==> src/rtl/pwm_pkg.sv <==
// Shared definitions for the PWM channel: FSM state encodings and default width.
package pwm_pkg;

  localparam int unsigned PWM_WIDTH_DEFAULT = 32;

  typedef enum logic [1:0] {
    ST_IDLE  = 2'd0,
    ST_RUN   = 2'd1,
    ST_DRAIN = 2'd2
  } pwm_state_e;

endpackage

==> src/rtl/pwm_tick_gen.sv <==
// Prescaler: emits tick once every PRESCALE clocks, held at phase 0 while clr is high.
module pwm_tick_gen #(
  parameter int unsigned PRESCALE = 1
) (
  input  logic clk,
  input  logic rst,
  input  logic clr,
  output logic tick
);

  localparam int unsigned PW = (PRESCALE > 1) ? $clog2(PRESCALE) : 1;
  localparam logic [PW-1:0] LAST = PW'(PRESCALE - 1);

  logic [PW-1:0] r_pre;

  // With PRESCALE=1, LAST is 0 so r_pre never leaves 0 and tick is constantly high.
  assign tick = (r_pre == LAST);

  always_ff @(posedge clk or posedge rst) begin
    if (rst) begin
      r_pre <= '0;
    end else if (clr || tick) begin
      r_pre <= '0;
    end else begin
      r_pre <= r_pre + PW'(1);
    end
  end

endmodule

==> src/rtl/pwm_channel.sv <==
// One PWM channel: double-buffered period/duty taken at period boundaries, drains the
// current period when disabled, registered pwm output lagging the counter by one clock.
module pwm_channel
  import pwm_pkg::*;
#(
  parameter int unsigned WIDTH    = PWM_WIDTH_DEFAULT,
  parameter int unsigned PRESCALE = 1
) (
  input  logic             clk,
  input  logic             rst,
  input  logic             en,
  input  logic [WIDTH-1:0] period,
  input  logic [WIDTH-1:0] duty,
  output logic             pwm,
  output logic             cycle_done,
  output logic             busy
);

  localparam logic [WIDTH-1:0] ONE = WIDTH'(1);

  pwm_state_e       r_state, w_state_nxt;
  logic [WIDTH-1:0] r_cnt, w_cnt_nxt;
  logic [WIDTH-1:0] r_per_sh, w_per_nxt;
  logic [WIDTH-1:0] r_duty_sh, w_duty_nxt;
  logic             r_pwm, w_pwm_nxt;
  logic             r_cycle_done, w_done_nxt;
  logic             w_tick;
  logic             w_clr;
  logic             w_term;

  assign w_clr = (r_state == ST_IDLE);

  pwm_tick_gen #(
    .PRESCALE(PRESCALE)
  ) u_tick (
    .clk  (clk),
    .rst  (rst),
    .clr  (w_clr),
    .tick (w_tick)
  );

  // A zero period is terminal on every tick, so the counter never leaves 0.
  assign w_term = w_tick && ((r_per_sh == '0) || (r_cnt == r_per_sh - ONE));

  always_ff @(posedge clk or posedge rst) begin
    if (rst) begin
      r_state      <= ST_IDLE;
      r_cnt        <= '0;
      r_per_sh     <= '0;
      r_duty_sh    <= '0;
      r_pwm        <= 1'b0;
      r_cycle_done <= 1'b0;
    end else begin
      r_state      <= w_state_nxt;
      r_cnt        <= w_cnt_nxt;
      r_per_sh     <= w_per_nxt;
      r_duty_sh    <= w_duty_nxt;
      r_pwm        <= w_pwm_nxt;
      r_cycle_done <= w_done_nxt;
    end
  end

  always_comb begin
    w_state_nxt = r_state;
    w_cnt_nxt   = r_cnt;
    w_per_nxt   = r_per_sh;
    w_duty_nxt  = r_duty_sh;
    w_done_nxt  = 1'b0;
    w_pwm_nxt   = (r_state != ST_IDLE) && (r_per_sh != '0) && (r_cnt < r_duty_sh);

    case (r_state)
      ST_IDLE: begin
        w_cnt_nxt = '0;
        if (en) begin
          w_per_nxt   = period;
          w_duty_nxt  = duty;
          w_state_nxt = ST_RUN;
        end
      end
      ST_RUN, ST_DRAIN: begin
        // RUN and DRAIN count identically; en only decides what happens at the boundary.
        w_state_nxt = en ? ST_RUN : ST_DRAIN;
        if (w_term) begin
          w_cnt_nxt  = '0;
          w_done_nxt = 1'b1;
          if (en) begin
            w_per_nxt  = period;
            w_duty_nxt = duty;
          end else begin
            w_state_nxt = ST_IDLE;
          end
        end else if (w_tick) begin
          w_cnt_nxt = r_cnt + ONE;
        end
      end
      default: begin
        w_state_nxt = ST_IDLE;
        w_cnt_nxt   = '0;
      end
    endcase
  end

  assign pwm        = r_pwm;
  assign cycle_done = r_cycle_done;
  assign busy       = (r_state != ST_IDLE);

endmodule

==> config.mk <==
export PLATFORM = sky130hd
export DESIGN_NAME = pwm_channel
export DESIGN_NICKNAME = d
export VERILOG_FILES = /design/src/rtl/pwm_pkg.sv /design/src/rtl/pwm_tick_gen.sv /design/src/rtl/pwm_channel.sv
export SDC_FILE = /design/constraint.sdc
export NUM_CORES = 1
export LEC_CHECK = 0
export CORE_MARGIN = 4
export CORE_UTILIZATION = 45
export DETAILED_ROUTE_END_ITERATION = 10
export PLACE_DENSITY = 0.69
export SETUP_SLACK_MARGIN = 0.15
export SLEW_MARGIN = 25
export SYNTH_ARGS = -nofsm -noshare
export SYNTH_HDL_FRONTEND = slang
export SYNTH_SLANG_ARGS = --single-unit
==> constraint.sdc <==
create_clock -name clk -period 7.2 [get_ports clk]
set_input_delay 0.72 -clock clk [delete_from_list [all_inputs] [get_ports clk]]
set_output_delay 0.72 -clock clk [all_outputs]
set_load 0.01 [all_outputs]
==> flow_summary_export.csv, run 1 <==
group,metric,value,unit
power_and_ir_drop,sw_frac_of_total,36.8,%
final_layout,fin_nets,779,
power_and_ir_drop,vdd_ir_drop_max,0.155,mV
synthesis,synthFlopType,"dfrtp_1",
worst_hold_path,hp-class,"reg2reg",
routing,viasPerCell,5.45,
timing,post-route-period-util,60.5,%
global_routing,grt_pass1_vias,4899,
floorplanning,die_w,128,um
worst_setup_path,rrSetupSlack,2.85,ns
worst_setup_path,r2r-start,"r_per_sh[0]$_DFFE_PP0P_",
floorplanning,core,14000,um2
synthesis,netlist_area,6510,um2
routing,ant_nets,0,
final_layout,diodes,0,
worst_setup_path,startpoint_type,"flop",
power_and_ir_drop,p_leak,3.39,nW
timing,slew_headroom,43.9,%
timing,max_freq,230,MHz
timing,clock_skew,0.00764,ns
worst_setup_path,required,7.44,ns
timing,drv_slew,0,
job,cap_violations,0,
clock_network,cts.path.max_buffers,2,
global_routing,antenna_found_initial,0,
routing,vias,4690,
worst_hold_path,hold_depth,1,
synthesis,synth-edff-count,0,
floorplanning,initial_utilization,46.4,%
clock_network,ctsHoldBuffers,0,
synthesis,syn_avg_cell_area,10.6,um2
routing,firstDrtPassIters,4,
clock_network,htree_levels,3,
worst_setup_path,cp-end-kind,"flop",
power_and_ir_drop,power_frac_clock,17.8,%
power_and_ir_drop,power.share.sequential,37.1,%
timing,setup_tns,0,ns
worst_setup_path,worstReg2RegEnd,"r_per_sh[8]$_DFFE_PP0P_",
final_layout,fillers,1196,
final_layout,drive_gt1_share,14.1,%
timing,worst_pin_slew,0.841,ns
clock_network,clockRootBuffer,"clkbuf_16",
worst_setup_path,path_class,"reg2reg",
synthesis,yosys.cell_count.top_type,"dfrtp_1",
worst_setup_path,r2r_cells,12,
floorplanning,die-area,16500,um2
synthesis,synth_cell_types,60,
timing,min_period,4.35,ns
timing,setup_viol_count_final,0,
timing,holdWs,0.513,ns
clock_network,cts_buffers,9,
routing,post_drt_wl_per_cell,16.7,um
placed_design,port_buffers,69,
routing,drc,0,
final_layout,final_util,53.9,%
routing,wl,14400,um
global_routing,grt_max_degree,65,
floorplanning,die_height,128,um
placed_design,gp_congestion,0.904,
worst_hold_path,hold_end,"r_duty_sh[10]$_DFFE_PP0P_",
power_and_ir_drop,p_comb_share,45.1,%
synthesis,ys_top_cells_by_count,"dfrtp_1 (101), nor2_1 (63), mux2_4 (60)",
timing,hold_viol,0,
synthesis,syn_inst,612,
synthesis,synthTopCellsByArea,"dfrtp_1 (39%), mux2_4 (14%), ha_1 (6.7%)",
power_and_ir_drop,p_sw,1.00,mW
run_status,outcome,"finished, final reports clean",
synthesis,syn-num-nets,714,
clock_network,clock-sinks,101,
synthesis,yosysWarnings,0,
clock_network,cts_setup_buffers,0,
clock_network,clkLatencyLatePin,0.35,ns
power_and_ir_drop,p_int,1.72,mW
global_routing,track_usage,18.4,%
final_layout,regArea,2530,um2
synthesis,seq_area_frac_synth,38.8,%
worst_setup_path,cp_max_fo,64,
global_routing,grt_overflow_total,0,
synthesis,async_flop_share,100,%
worst_setup_path,cp.arrival,4.59,ns
clock_network,path_clk_slew,0.07,ns
synthesis,ys_ff_latch,101,
synthesis,synth_top_cell_by_area,"dfrtp_1",
timing,rsz0062_at_grt,"false",
worst_hold_path,hp-start,"r_duty_sh[10]$_DFFE_PP0P_",
routing,drtIter0Drc,376,
power_and_ir_drop,power_density,360,nW/um2
final_layout,multiInputGateArea,3640,um2
clock_network,ctsResizeCount,0,
floorplanning,io_pins,70,
floorplanning,num_rows,43,
placed_design,dp_hpwl,11000,um
final_layout,synthToLayoutAreaGrowth,16.2,%
global_routing,grt_pass1_wl,24400,um
synthesis,synth_top_area_share,38.8,%
clock_network,cts_tree,"yes",
[placed cells by master (no fill, tap or decap), types with 6 or more instances in the layout]
cell type	count
mux2_2	6
dfrtp_1	101
nand4_1	15
o21ai_0	13
a21o_1	14
nor2_1	63
xor2_1	29
xnor2_1	41
nand3_1	18
a21oi_1	12
mux2_4	60
inv_1	45
nand2_1	21
or3_1	8
clkdlybuf4s50_1	69
nor3_1	19
nor4_1	12
nor2b_1	11
and3_1	8
clkbuf_16	9
ha_1	35
[registers in the layout (all words and copies together) (netlist names)]
signal,cells
r_cnt,32
r_duty_sh,32
r_per_sh,32
r_state,2
cycle_done,1
pwm,1
u_tick.r_pre,1
[critical path, stage by stage (launching register included)]
cell	delay (ns)
dfrtp_1	0.44
inv_1	0.09
ha_1	0.22
nor3b_2	0.33
nand4_1	0.27
or3_1	0.46
o41ai_1	0.50
nand4_1	0.15
nor4_1	0.28
nand4_1	0.20
a21boi_4	0.17
buf_6	0.59
mux2_2	0.41
[layout make-up]
class | instances | share of cell area [%]
Multi-Input combinational cell | 448 | 48.1
Timing Repair Buffer | 71 | 9.38
Clock inverter | 6 | 0.827
Tap cell | 180 | 2.98
Sequential cell | 101 | 33.4
Inverter | 46 | 2.32
Clock buffer | 9 | 2.98
[power by group through the flow]
stage / clock [mW] / sequential [mW] / combinational, mW
after floorplan: 0 / 0.925 / 1.08
after global placement: 0 / 1.01 / 1.20
after global routing: 0.511 / 1.04 / 1.35
final: 0.483 / 1.01 / 1.23
after CTS: 0.494 / 1.01 / 1.24
after detailed placement: 0 / 1.01 / 1.23
[per-stage QoR]
step / setup WS, ns / instances / total power, mW / cell area, um2
floorplan: 3.83 / 612 / 2.01 / 6510
global placement: 2.88 / 846 / 2.21 / 7270
detailed placement: 2.93 / 846 / 2.24 / 7280
CTS: 2.92 / 861 / 2.74 / 7560
global route: 2.41 / 861 / 2.90 / 7560
finish: 2.85 / 861 / 2.72 / 7560
[logic make-up (layout without fill, tap and decap cells)]
kind of cell / after synthesis / count (layout) / share of synthesized area (%)
AO/OA/AOI/OAI: 65 / 65 / 7.09
XOR/XNOR: 70 / 70 / 9.42
adder cells (fa/ha/maj): 35 / 35 / 6.73
buffers and inverters: 63 / 132 / 5.38
flip-flops: 101 / 101 / 38.8
multiplexers: 70 / 70 / 15.5
other: 1 / 1 / 0.0576
AND/OR/NAND/NOR: 207 / 207 / 17.0
[metal layers]
metal,up-vias,wire length [um],GRT usage [%]
met4,0,393,7.93
met5,-,0,0
li1,2291,-,-
met2,94,6650,29.0
met1,2279,6780,25.5
met3,26,568,2.33
[worst max path at each step]
stage / start / to / slack (ns) / depth (start not counted)
floorplan: rst / cycle_done$_DFF_PP0_ / 3.83 / 1
global placement: r_per_sh[0]$_DFFE_PP0P_ / r_per_sh[10]$_DFFE_PP0P_ / 2.88 / 12
detailed placement: r_per_sh[0]$_DFFE_PP0P_ / r_per_sh[8]$_DFFE_PP0P_ / 2.93 / 12
CTS: r_per_sh[0]$_DFFE_PP0P_ / r_per_sh[10]$_DFFE_PP0P_ / 2.92 / 12
global route: r_per_sh[0]$_DFFE_PP0P_ / r_per_sh[9]$_DFFE_PP0P_ / 2.41 / 12
finish: r_per_sh[0]$_DFFE_PP0P_ / r_per_sh[8]$_DFFE_PP0P_ / 2.85 / 12
(Power assumes the default switching activity.)
==> inputs of run 2 (changes only) <==
--- a/config.mk
+++ b/config.mk
@@ -8,7 +8,7 @@
 export CORE_MARGIN = 4
 export CORE_UTILIZATION = 45
 export DETAILED_ROUTE_END_ITERATION = 10
-export PLACE_DENSITY = 0.69
+export PLACE_DENSITY = 0.71
 export SETUP_SLACK_MARGIN = 0.15
 export SLEW_MARGIN = 25
 export SYNTH_ARGS = -nofsm -noshare
==> constraint.sdc (replaced) <==
create_clock -name clk -period 3.9 [get_ports clk]
set_input_delay 0.39 -clock clk [delete_from_list [all_inputs] [get_ports clk]]
set_output_delay 0.39 -clock clk [all_outputs]
set_load 0.01 [all_outputs]
==> run 2 against run 1 <==
Clock skew up 0.0084 ns. Combinational power is 120% higher. Count of clock-buffer cells in the layout unchanged. Clock power up 79%. First-iteration DRC count increased by 9.3%. Final area increased by 5.4%. Setup slack worse by 2.6 ns. Total power grew 98%. Die area unchanged. Critical endpoint is now r_per_sh[10]$_DFFE_PP0P_.
==> flow_summary_export.csv, run 2 (same netlist as run 1, synthesis figures left out) <==
group,metric,value,unit
clock_network,path_clk_slew,0.08,ns
final_layout,multiInputGateArea,3700,um2
clock_network,htree_levels,3,
global_routing,grt_pass1_wl,24000,um
final_layout,regArea,2530,um2
final_layout,final_common_cell,"dfrtp_1",
clock_network,cts_tree,"yes",
job,cap_violations,0,
final_layout,fillers,1161,
timing,drv_slew,0,
clock_network,cts.path.max_buffers,2,
final_layout,drive_gt1_share,18.7,%
floorplanning,num_rows,43,
worst_setup_path,cp.arrival,3.89,ns
timing,final.setup.worst_slack,0.249,ns
timing,post-route-period-util,93.6,%
power_and_ir_drop,p_leak,3.59,nW
final_layout,fin_cells,887,
worst_hold_path,hp-class,"in2async",
routing,drc,0,
floorplanning,io_pins,70,
final_layout,synthToLayoutAreaGrowth,22.5,%
routing,firstDrtPassIters,5,
final_layout,largest_registers,"r_cnt x32, r_duty_sh x32, r_per_sh x32",
floorplanning,die_height,128,um
floorplanning,initial_utilization,46.4,%
placed_design,gp_congestion,0.884,
placed_design,placed_area,7380,um2
routing,post_drt_wl_per_cell,17.0,um
timing,setup_tns,0,ns
timing,rsz0062_at_grt,"false",
worst_setup_path,cp-end-kind,"flop",
worst_setup_path,r2r_cells,11,
worst_setup_path,path_class,"reg2reg",
timing,min_period,3.65,ns
worst_setup_path,startpoint_type,"flop",
clock_network,clockRootBuffer,"clkbuf_16",
clock_network,clkLatencyLatePin,0.36,ns
timing,max_freq,274,MHz
final_layout,final_util,56.8,%
placed_design,preCtsSetupSlack,0.0639,ns
routing,drtIter0Drc,411,
power_and_ir_drop,power_density,675,nW/um2
timing,setup_viol_count_final,0,
routing,vias,4835,
timing,holdWs,0.430,ns
worst_setup_path,required,4.14,ns
global_routing,track_usage,18.3,%
timing,slew_headroom,59.5,%
routing,wl,15100,um
clock_network,cts_buffers,9,
worst_setup_path,cp_max_fo,9,
global_routing,grt_overflow_total,0,
final_layout,final_area,7970,um2
final_layout,fin_nets,804,
final_layout,diodes,0,
placed_design,port_buffers,69,
routing,viasPerCell,5.45,
run_status,outcome,"finished, final reports clean",
global_routing,grt_max_degree,45,
routing,ant_nets,0,
final_layout,mostFrequentLayoutCells,"dfrtp_1 (100), clkdlybuf4s50_1 (69), nor2_1 (63)",
global_routing,grt_pass1_vias,4865,
floorplanning,die-area,16500,um2
power_and_ir_drop,power,5.38,mW
floorplanning,core,14000,um2
clock_network,clock-sinks,101,
floorplanning,die_w,128,um
timing,worst_pin_slew,0.602,ns
placed_design,dp_hpwl,11000,um
placed_design,place_inst,855,
timing,clock_skew,0.0161,ns
global_routing,antenna_found_initial,0,
timing,hold_viol,0,
power_and_ir_drop,vdd_ir_drop_max,0.291,mV
run 2: cell count changes in the layout (fill, tap and decap cells not counted), moves of 2 or more:
| cell | previous run | this run |
|---|---|---|
| buf_4 | 1 | 17 |
| clkbuf_16 | 9 | 14 |
| buf_16 | 0 | 3 |
| inv_1 | 45 | 43 |
| inv_2 | 0 | 2 |
| inv_8 | 0 | 2 |
| or4_1 | 4 | 2 |
| or4_4 | 1 | 3 |
run 2: path summary, 6_finish.rpt:
check	startpoint	endpoint	slack [ns]
hold reg to reg	r_duty_sh[4]$_DFFE_PP0P_	r_duty_sh[4]$_DFFE_PP0P_	0.51
setup / recovery	r_per_sh[8]$_DFFE_PP0P_	r_per_sh[10]$_DFFE_PP0P_	0.25
max in group asynchronous	rst	r_cnt[21]$_DFFE_PP0P_	2.65
setup reg to reg	r_per_sh[8]$_DFFE_PP0P_	r_per_sh[10]$_DFFE_PP0P_	0.25
min in group clk	r_duty_sh[4]$_DFFE_PP0P_	r_duty_sh[4]$_DFFE_PP0P_	0.51
hold / removal	rst	r_duty_sh[5]$_DFFE_PP0P_	0.43
run 2: area by class of cell:
| cell class | instances | share of cell area [%] |
|---|---|---|
| inverters | 46 | 2.20 |
| flip-flops and latches | 101 | 31.7 |
| repair buffers | 96 | 13.3 |
| clock buffers | 9 | 2.82 |
| multi-input cells | 448 | 46.5 |
| clock inverters | 7 | 0.722 |
| well taps | 180 | 2.82 |
run 2: repair_timing:
item                       4_1_cts  5_1_grt
gates resized for setup          2       15
hold buffers                     0        0
pin swaps                        1        9
gates cloned                     0        6
setup buffers                    0       10
setup endpoints to repair       64       80
run 2: worst max-delay path, stage by stage, from the launching register on:
cell and delay [ns]:
dfrtp_1 0.46, or4_4 0.58, or4_4 0.52, or3_4 0.40, xnor2_1 0.14, mux2i_1 0.10, o22ai_2 0.23, nand4_1 0.18
a21boi_4 0.23, buf_12 0.20, buf_16 0.15, mux2_2 0.33
run 2: where the power goes:
group | internal (mW) | switching [mW] | leakage (nW)
sequential | 1.43 | 0.433 | 1.26
clock | 0.443 | 0.420 | 0.140
combinational | 1.54 | 1.12 | 2.18
total | 3.41 | 1.98 | 3.59
run 2: per-layer routing:
| metal | global-route usage, % | vias up | part of all wire (%) |
|---|---|---|---|
| li1 | - | 2332 | - |
| met1 | 25.1 | 2357 | 47 |
| met2 | 28.3 | 122 | 46 |
| met3 | 4.38 | 24 | 4.8 |
| met4 | 6.24 | 0 | 2.3 |
| met5 | 0 | - | 0 |
==> inputs of run 3 (changes only) <==
--- a/config.mk
+++ b/config.mk
@@ -5,10 +5,12 @@
 export SDC_FILE = /design/constraint.sdc
 export NUM_CORES = 1
 export LEC_CHECK = 0
+export CELL_PAD_IN_SITES_DETAIL_PLACEMENT = 1
+export CELL_PAD_IN_SITES_GLOBAL_PLACEMENT = 1
 export CORE_MARGIN = 4
-export CORE_UTILIZATION = 45
+export CORE_UTILIZATION = 41
 export DETAILED_ROUTE_END_ITERATION = 10
-export PLACE_DENSITY = 0.71
+export PLACE_DENSITY = 0.8
 export SETUP_SLACK_MARGIN = 0.15
 export SLEW_MARGIN = 25
 export SYNTH_ARGS = -nofsm -noshare
==> run 3 against run 2 <==
Non-clock buffer count fell by 1. Clock skew is 0.0041 ns lower. Register-to-register slack hardly changed. Die area rose by 9.1%. Largest cell class unchanged. Total power increased by 2.0%. Routed wire length increased by 16%. Global-route usage up 2.1 points. Sequential share of layout area rose by 0.097 points. First-iteration DRC count fell by 24%. Core utilization decreased by 5.0 points. Flip-flop and latch count stayed put. Largest power group unchanged.
==> flow_summary_export.csv, run 3 (same netlist as run 1, synthesis figures left out) <==
group,metric,value,unit
worst_setup_path,startpoint_type,"flop",
worst_setup_path,cp_max_fo,17,
timing,worst_pin_slew,0.765,ns
clock_network,cts_buffers,9,
worst_setup_path,rrSetupSlack,0.24,ns
routing,firstDrtPassIters,4,
timing,setup_viol_count_final,0,
routing,drc,0,
timing,post-route-period-util,93.9,%
floorplanning,die_height,134,um
clock_network,cts.path.max_buffers,2,
final_layout,fillers,1661,
global_routing,grt_pass1_vias,5425,
placed_design,dp_hpwl,13200,um
routing,vias,4869,
worst_setup_path,cp-end-kind,"flop",
global_routing,track_usage,20.4,%
worst_setup_path,worstReg2RegEnd,"r_per_sh[23]$_DFFE_PP0P_",
run_status,outcome,"finished, final reports clean",
power_and_ir_drop,vdd_ir_drop_max,0.299,mV
clock_network,ctsHoldBuffers,0,
global_routing,grt_max_degree,60,
worst_setup_path,cpMostUsedCell,"or4_4",
routing,viasPerCell,5.31,
worst_setup_path,crit_path_top_delay_cell,"or4_4",
final_layout,fin_nets,803,
worst_setup_path,cp.arrival,3.90,ns
routing,ant_nets,0,
floorplanning,core,15400,um2
worst_setup_path,cp_cell_sequence,"or4_4 -> or4_4 -> or3_4 -> xnor2_1 -> mux2i_1 -> o22ai_2 -> nand4_1 -> a21boi_4 -> buf_4 -> buf_16 -> mux2_4",
clock_network,cts_tree,"yes",
floorplanning,initial_utilization,42.3,%
floorplanning,die_w,134,um
final_layout,synthToLayoutAreaGrowth,22.3,%
routing,dr_wl_met3,440,um
global_routing,grt_pass1_wl,28900,um
worst_setup_path,worstSetupStartpoint,"r_per_sh[1]$_DFFE_PP0P_",
final_layout,drive_gt1_share,18.6,%
final_layout,largest_registers,"r_cnt x32, r_duty_sh x32, r_per_sh x32",
final_layout,mostFrequentLayoutCells,"dfrtp_1 (97), clkdlybuf4s50_1 (69), nor2_1 (63)",
worst_hold_path,hp-class,"in2async",
power_and_ir_drop,power_density,690,nW/um2
floorplanning,num_rows,45,
placed_design,gp_congestion,0.877,
timing,setup_tns,0,ns
timing,hold_viol,0,
global_routing,grt_overflow_total,0,
timing,drv_slew,0,
routing,drt-met1-wl,8110,um
worst_setup_path,path_class,"reg2reg",
final_layout,fin_cells,917,
floorplanning,die-area,18000,um2
global_routing,antenna_found_initial,0,
clock_network,clockRootBuffer,"clkbuf_16",
timing,clock_skew,0.0120,ns
final_layout,final_common_cell,"dfrtp_1",
timing,rsz0062_at_grt,"false",
job,cap_violations,0,
power_and_ir_drop,power,5.49,mW
floorplanning,io_pins,70,
routing,wl_met2,8660,um
worst_setup_path,required,4.14,ns
routing,wl,17600,um
routing,top_layer,"met4",
routing,drtIter0Drc,312,
worst_setup_path,r2r-start,"r_per_sh[1]$_DFFE_PP0P_",
worst_setup_path,r2r_cells,11,
timing,max_freq,273,MHz
power_and_ir_drop,p_leak,3.55,nW
routing,post_drt_wl_per_cell,19.1,um
timing,min_period,3.66,ns
timing,slew_headroom,49.0,%
final_layout,diodes,0,
clock_network,clkLatencyLatePin,0.36,ns
worst_setup_path,cpPeakStageDelay,0.59,ns
placed_design,place_inst,886,
placed_design,port_buffers,69,
clock_network,htree_levels,3,
clock_network,path_clk_slew,0.08,ns
clock_network,clock-sinks,101,
run 3: changes by cell type in the layout (fill, tap and decap cells not counted), moves of 3 or more:
cell and change:
clkbuf_16 -3, dfrtp_1 -3, dfrtp_2 +3, buf_12 +3
run 3: metal layers:
| layer | vias up | global-route usage [%] |
|---|---|---|
| met4 | 0 | 6.29 |
| li1 | 2323 | - |
| met5 | - | 0 |
| met1 | 2449 | 26.3 |
| met2 | 72 | 34.9 |
| met3 | 25 | 3.41 |
run 3: repair_timing:
action                                 in CTS  in global routing
buffers inserted                            5                  7
resized for setup                           8                 11
endpoints found under the hold margin       0                  0
setup endpoints to repair                  64                 64
cloned                                      1                  2
pin swaps                                   5                  5
run 3: power breakdown:
group | internal [mW] | total [mW] | switching (mW)
Clock | 0.523 | 0.956 | 0.433
Sequential | 1.43 | 1.88 | 0.451
Combinational | 1.50 | 2.66 | 1.16
Total | 3.45 | 5.49 | 2.04
run 3: critical path: cells and delay by family (launching register included):
kind                      cells  cell delay [ns]
muxes                         2             0.42
AOI/OAI and AO/OA             2             0.44
buffers and inverters         2             0.36
xor gates and xnor gates      1             0.15
DFF                           1             0.43
and+or+nand+nor               4             1.73
run 3: metrics by stage:
stage          worst slack (ns)  hold slack (ns)  utilization, %  instance area (um2)
2_1_floorplan             0.561            0.453               -                 6510
3_3_place_gp             0.0728            0.499            48.2                 7420
3_5_place_dp             -0.116            0.501            48.2                 7420
4_1_cts                   0.154            0.521            50.9                 7820
5_1_grt                   0.144            0.530            51.8                 7960
6_report                  0.238            0.516            51.8                 7960
run 3: area by class of cell:
cell class                 instances  area (um2)  area share (%)
clock buffer                      11         243            3.05
clock inverter                     5        63.8           0.802
inverter                          46         175            2.20
multi-input combinational        448        3680            46.3
sequential                       101        2530            31.8
tap                              211         264            3.32
timing repair buffer              95         998            12.5
run 3: how the worst max path moves through the flow:
stage | to | slack [ns] | cells after the start
after floorplan | r_duty_sh[0]$_DFFE_PP0P_ | 0.56 | 13
after global placement | r_duty_sh[7]$_DFFE_PP0P_ | 0.07 | 10
after detailed placement | r_duty_sh[10]$_DFFE_PP0P_ | -0.12 | 12
after CTS | r_per_sh[14]$_DFFE_PP0P_ | 0.15 | 11
after global routing | r_per_sh[23]$_DFFE_PP0P_ | 0.14 | 11
final | r_per_sh[23]$_DFFE_PP0P_ | 0.24 | 11
